<file path="src/rtl/serial_adder_if.sv">
// Operand/result handshake bundle for serial_adder.
// The ovf signal exists only when SERIAL_ADDER_OVF_EN is defined.
interface serial_adder_if #(
    parameter int WIDTH = 8
);
    logic             in_valid;
    logic             in_ready;
    logic [WIDTH-1:0] a;
    logic [WIDTH-1:0] b;
    logic             cin;
    logic             out_valid;
    logic             out_ready;
    logic [WIDTH-1:0] sum;
    logic             cout;
`ifdef SERIAL_ADDER_OVF_EN
    logic             ovf;

    modport master (
        output in_valid, a, b, cin, out_ready,
        input  in_ready, out_valid, sum, cout, ovf
    );
    modport slave (
        input  in_valid, a, b, cin, out_ready,
        output in_ready, out_valid, sum, cout, ovf
    );
`else
    modport master (
        output in_valid, a, b, cin, out_ready,
        input  in_ready, out_valid, sum, cout
    );
    modport slave (
        input  in_valid, a, b, cin, out_ready,
        output in_ready, out_valid, sum, cout
    );
`endif
endinterface

</file>
<file path="src/rtl/serial_adder.sv">
// Handshaked multi-cycle adder: STEP bits per clock, LSB-first, WIDTH/STEP cycles.
// Optional signed-overflow output enabled by defining SERIAL_ADDER_OVF_EN.
module serial_adder #(
    parameter int WIDTH = 8,
    parameter int STEP  = 1
) (
    input  logic          clk,
    input  logic          rst_n,
    serial_adder_if.slave bus
);
    localparam int NSTEP = (STEP >= 1) ? WIDTH / STEP : 1;
    localparam int CW    = (NSTEP > 1) ? $clog2(NSTEP) : 1;

    if (STEP < 1 || STEP > WIDTH || ((STEP >= 1) ? (WIDTH % STEP) : 1) != 0) begin : g_bad_param
        $fatal(1, "serial_adder: illegal parameters WIDTH=%0d STEP=%0d", WIDTH, STEP);
    end

    typedef enum logic [1:0] {
        IDLE,
        RUN,
        DONE
    } state_t;

    state_t           state;
    logic [WIDTH-1:0] a_sh;
    logic [WIDTH-1:0] b_sh;
    logic [WIDTH-1:0] sum_r;
    logic             carry;
    logic [CW-1:0]    cnt;
    logic             cout_r;
    logic             in_ready_r;
    logic             out_valid_r;
    logic [STEP:0]    slice;
    logic [WIDTH-1:0] sum_next;
    logic             last;
`ifdef SERIAL_ADDER_OVF_EN
    logic             a_msb;
    logic             b_msb;
    logic             ovf_r;
`endif

    // Each new slice enters sum from the MSB end, so after NSTEP steps it is aligned.
    always_comb begin
        slice    = {1'b0, a_sh[STEP-1:0]} + {1'b0, b_sh[STEP-1:0]} + {{STEP{1'b0}}, carry};
        sum_next = (sum_r >> STEP) | (WIDTH'(slice[STEP-1:0]) << (WIDTH - STEP));
        last     = (cnt == CW'(NSTEP - 1));
    end

    always_ff @(posedge clk or negedge rst_n) begin
        if (!rst_n) begin
            state       <= IDLE;
            a_sh        <= '0;
            b_sh        <= '0;
            sum_r       <= '0;
            carry       <= 1'b0;
            cnt         <= '0;
            cout_r      <= 1'b0;
            in_ready_r  <= 1'b1;
            out_valid_r <= 1'b0;
`ifdef SERIAL_ADDER_OVF_EN
            a_msb       <= 1'b0;
            b_msb       <= 1'b0;
            ovf_r       <= 1'b0;
`endif
        end else begin
            case (state)
                IDLE: begin
                    if (bus.in_valid) begin
                        a_sh       <= bus.a;
                        b_sh       <= bus.b;
                        carry      <= bus.cin;
                        cnt        <= '0;
                        in_ready_r <= 1'b0;
                        state      <= RUN;
`ifdef SERIAL_ADDER_OVF_EN
                        a_msb      <= bus.a[WIDTH-1];
                        b_msb      <= bus.b[WIDTH-1];
`endif
                    end
                end
                RUN: begin
                    sum_r <= sum_next;
                    carry <= slice[STEP];
                    a_sh  <= a_sh >> STEP;
                    b_sh  <= b_sh >> STEP;
                    cnt   <= cnt + 1'b1;
                    if (last) begin
                        cout_r      <= slice[STEP];
                        out_valid_r <= 1'b1;
                        state       <= DONE;
`ifdef SERIAL_ADDER_OVF_EN
                        ovf_r       <= (a_msb == b_msb) && (sum_next[WIDTH-1] != a_msb);
`endif
                    end
                end
                DONE: begin
                    if (bus.out_ready) begin
                        out_valid_r <= 1'b0;
                        in_ready_r  <= 1'b1;
                        state       <= IDLE;
                    end
                end
                default: state <= IDLE;
            endcase
        end
    end

    assign bus.in_ready  = in_ready_r;
    assign bus.out_valid = out_valid_r;
    assign bus.sum       = sum_r;
    assign bus.cout      = cout_r;
`ifdef SERIAL_ADDER_OVF_EN
    assign bus.ovf       = ovf_r;
`endif

endmodule

</file>
<file path="src/flat_wrapper.sv">
// flat-port wrapper written by rule: the top's interface ports become plain ports
module serial_adder_flat 
#(
    parameter int WIDTH = 8,
    parameter int STEP  = 1
)
  (clk, rst_n, bus_in_valid, bus_a, bus_b, bus_cin, bus_out_ready, bus_in_ready, bus_out_valid, bus_sum, bus_cout);
  serial_adder_if #(.WIDTH(WIDTH)) bus_i ();
  input  logic clk;
  input  logic rst_n;
  input wire logic [$bits(bus_i.in_valid)-1:0] bus_in_valid;
  input wire logic [$bits(bus_i.a)-1:0] bus_a;
  input wire logic [$bits(bus_i.b)-1:0] bus_b;
  input wire logic [$bits(bus_i.cin)-1:0] bus_cin;
  input wire logic [$bits(bus_i.out_ready)-1:0] bus_out_ready;
  output wire logic [$bits(bus_i.in_ready)-1:0] bus_in_ready;
  output wire logic [$bits(bus_i.out_valid)-1:0] bus_out_valid;
  output wire logic [$bits(bus_i.sum)-1:0] bus_sum;
  output wire logic [$bits(bus_i.cout)-1:0] bus_cout;
  assign bus_i.in_valid = bus_in_valid;
  assign bus_i.a = bus_a;
  assign bus_i.b = bus_b;
  assign bus_i.cin = bus_cin;
  assign bus_i.out_ready = bus_out_ready;
  assign bus_in_ready = bus_i.in_ready;
  assign bus_out_valid = bus_i.out_valid;
  assign bus_sum = bus_i.sum;
  assign bus_cout = bus_i.cout;
  serial_adder #(.WIDTH(WIDTH), .STEP(STEP)) u_core (.clk(clk), .rst_n(rst_n), .bus(bus_i));
endmodule
</file>
<file path="config.mk">
export PLATFORM = sky130hd
export DESIGN_NAME = serial_adder_flat
export DESIGN_NICKNAME = d
export VERILOG_FILES = /design/src/rtl/serial_adder_if.sv /design/src/rtl/serial_adder.sv /design/src/flat_wrapper.sv
export SDC_FILE = /design/constraint.sdc
export NUM_CORES = 1
export LEC_CHECK = 0
export BUFFER_PORTS_ARGS = -buffer_cell sky130_fd_sc_hd__buf_2
export CORE_MARGIN = 2
export CORE_UTILIZATION = 57
export CTS_CLUSTER_SIZE = 40
export DETAILED_ROUTE_END_ITERATION = 16
export PLACE_DENSITY = 0.93
export SYNTH_ARGS = -nofsm -noshare
export SYNTH_HDL_FRONTEND = slang
export SYNTH_SLANG_ARGS = --single-unit
</file>
<file path="constraint.sdc">
create_clock -name clk -period 2.2 [get_ports clk]
set_input_delay 0.11 -clock clk [delete_from_list [all_inputs] [get_ports clk]]
set_output_delay 0.11 -clock clk [all_outputs]
set_load 0.03 [all_outputs]
</file>
==> results.py <==
metrics = {
    "route": {
        "totalWireLength_um": 3150,
        "drc": 0,
        "wl_per_cell_um": 15.1,
        "drt-initial-drc-count": 38,
        "routed_via_density": 6.00,
        "ant_nets": 0,
        "vias": 1254,
        "drtPass1Iterations": 4,
    },
    "layout": {
        "final_util_pct": 66.6,
        "layout.nets": 202,
        "area_growth_pct": 9.37,
        "multiInputGateArea_um2": 581,
        "seqCellArea_um2": 827,
        "fillers": 208,
        "layout-drive-gt1-share_pct": 24.6,
        "num_antenna_cells": 0,
    },
    "global_routing": {
        "grt_usage_pct": 22.1,
        "grt_pass1_vias": 1171,
        "grt_pass1_wl_um": 5330,
        "antenna_found_initial": 0,
        "grt_overflow": 0,
        "grt_max_degree": 34,
    },
    "pwr": {
        "pwr-share-comb_pct": 40.9,
        "p_sw_w": 0.00104,
        "leakage_nw": 0.790,
        "internal-power_w": 0.00137,
        "vdd.ir_drop.worst_uv": 860,
        "powerDensity_nw_per_um2": 1430,
        "seqPwrFrac_pct": 45.7,
        "p_clk_share_pct": 13.4,
        "swShare_pct": 43.1,
    },
    "sta": {
        "period_minus_slack_ns": 1.71,
        "rsz0062_at_grt": "no",
        "maxSlewHeadroom_pct": 42.2,
        "max_freq_mhz": 585,
        "timing.final.setup_violations": 0,
        "clock_skew_ns": 0.00311,
        "worstMarginPinSlew_ns": 0.867,
        "hold_viol": 0,
        "drv_slew": 0,
        "tns_ns": 0,
        "finalCritPeriodShare_pct": 77.7,
    },
    "floorplan": {
        "die_w_um": 55.9,
        "rows": 18,
        "core_area_um2": 2520,
        "io_pins": 32,
        "dieArea_um2": 3120,
        "die_y_um": 55.9,
        "initial_core_util_pct": 60.9,
    },
    "cts": {
        "post_cts_buffers": 0,
        "cts_resized": 0,
        "cts_root_buf": "clkbuf_4",
        "cts_tree": "done",
        "cts_buffers": 5,
        "clock_latency_ns": 0.33,
        "max-clock-path-buffers": 2,
        "ctsHtreeMaxLevel": 2,
        "cts.clk_slew.worst_paths_ns": 0.10,
        "cts_sinks": 33,
    },
    "logic_synthesis": {
        "synth_edf_count": 0,
        "async_flop_share_pct": 100,
        "ys_seq_elements": 33,
        "synth.most_common_cell": "dfrtp_1",
        "yosysWarningCount": 0,
        "yosysTopAreaCell": "dfrtp_1",
        "synthFlopType": "dfrtp_1",
        "synth_area_leaders": "dfrtp_1 (52%), o22ai_1 (11%), nand2_1 (7.1%)",
        "synthDistinctLibCells": 24,
        "syn_area_per_cell_um2": 10.3,
        "yosysSeqAreaShare_pct": 53.9,
        "synth_nets": 173,
        "syn_area_um2": 1540,
        "syn_inst": 149,
        "synth_top_area_share_pct": 52.2,
        "synthTopCellsByCount": "dfrtp_1 (32), nand2_1 (29), o22ai_1 (28), a21oi_1 (20)",
    },
    "critical_path": {
        "r2r_start": "u_core.state[1]",
        "cp_data_arrival_time_ns": 1.97,
        "crit_type": "reg -> reg",
        "crit_slowest_cell": "nand2b_1",
        "startpoint_type": "register",
        "required_ns": 2.46,
        "critPathMaxFanout": 24,
        "worst_path_largest_cell_delay_ns": 0.73,
        "critPathCaptureType": "register",
        "crit_path_start": "u_core.state[1]",
        "cp_cell_sequence": "nand2b_1, o22ai_1, a21oi_1",
    },
    "min_path": {
        "hold_path_class": "in -> reg",
        "hp-start": "bus_a[7]",
    },
    "outcome": {
        "outcome": "complete, no violations",
    },
    "run": {
        "maxCapViolCount": 0,
    },
    "placement": {
        "io_buffer_count": 31,
        "globalplace.congestion": 0.789,
        "hpwlAfterDp_um": 2150,
    },
}
## worst max-delay path, delay by kind of cell, from the launching register on
family           cells  cell delay, ns
AND/OR/NAND/NOR      1            0.73
flip-flops           1            0.55
AO/OA/AOI/OAI        2            0.36
## power by group through the flow
stage	sequential (W)	clock (W)	combinational (W)
floorplan	0.00120	0	0.000721
global placement	0.00109	0	0.000933
detailed placement	0.00110	0	0.000989
CTS	0.00109	0.000327	0.000988
global route	0.00113	0.000355	0.00110
finish	0.00110	0.000322	0.000983
## routing by layer
metal  vias up  wire, µm  GRT usage, %
li1        594         -             -
met3        10       192          5.58
met2        48      1520          34.4
met4         0        72          10.9
met1       602      1370          29.0
met5         -         0             0
## registers in the layout, indices dropped and copies added (netlist names)
name                  flops
u_core.bus.cout           1
u_core.bus.in_ready       1
u_core.cnt                3
u_core.bus.out_valid      1
u_core.a_sh               8
u_core.bus.sum            8
u_core.b_sh               8
u_core.carry              1
u_core.state              2
## worst paths after layout
check / end / slack (ns) / cells past startpoint
min reg2reg: u_core.bus.sum[4] / 0.50 / 2
max in group asynchronous: u_core.b_sh[7] / 1.39 / 2
min in group asynchronous: u_core.bus.cout / 0.36 / 2
max: u_core.b_sh[4] / 0.49 / 3
max reg2reg: u_core.b_sh[4] / 0.49 / 3
min: u_core.a_sh[7] / 0.01 / 3
## cells in the final DEF (no fill, tap or decap), drive strengths merged
| cell | count |
|---|---|
| o22ai | 28 |
| a22o | 2 |
| inv | 2 |
| dfstp | 1 |
| nor3 | 1 |
| nand2 | 29 |
| clkbuf | 6 |
| nor4b | 1 |
| o21ai | 6 |
| nand2b | 4 |
| dfrtp | 32 |
| mux2 | 1 |
| dlygate4sd3 | 2 |
| fa | 1 |
| or2 | 1 |
| clkinv | 2 |
| and2b | 2 |
| a21oi | 20 |
| ha | 2 |
| buf | 31 |
| o31ai | 1 |
| nor2 | 4 |
## cell type report
type | count | area share (%)
clock buffers | 6 | 2.46
flip-flops and latches | 33 | 49.3
multi-input cells | 103 | 34.6
well taps | 30 | 2.24
inverters | 2 | 0.447
clock inverters | 2 | 0.596
repair buffers | 33 | 10.4
## cells by family (layout without fill, tap and decap cells)
kind of cell               count (synthesis)  after routing  synth area share, %
muxes                                      1              1                0.733
and+or+nand+nor                           42             42                 12.6
DFF                                       33             33                 53.9
buffers and inverters                     13             43                 8.31
AOI/OAI and AO/OA                         57             57                 21.5
adders and majority gates                  3              3                 2.93
## metrics by stage
stage                     setup WS (ns)  power (W)  instances  area, µm²  hold slack, ns
after global placement            0.634    0.00202        199       1610           0.196
after detailed placement          0.542    0.00209        199       1610           0.209
after global routing              0.278    0.00259        209       1680          0.0365
after floorplan                   0.939    0.00192        149       1540          -0.186
final                             0.491    0.00240        209       1680          0.0122
after CTS                         0.524    0.00241        209       1680         0.00586
## timing repair
| action | CTS | global route |
|---|---|---|
| endpoints found under the hold margin | 33 | 0 |
| hold buffers | 2 | 0 |
| setup endpoints to repair | 0 | 0 |
Power figures use the tool's default switching activity.
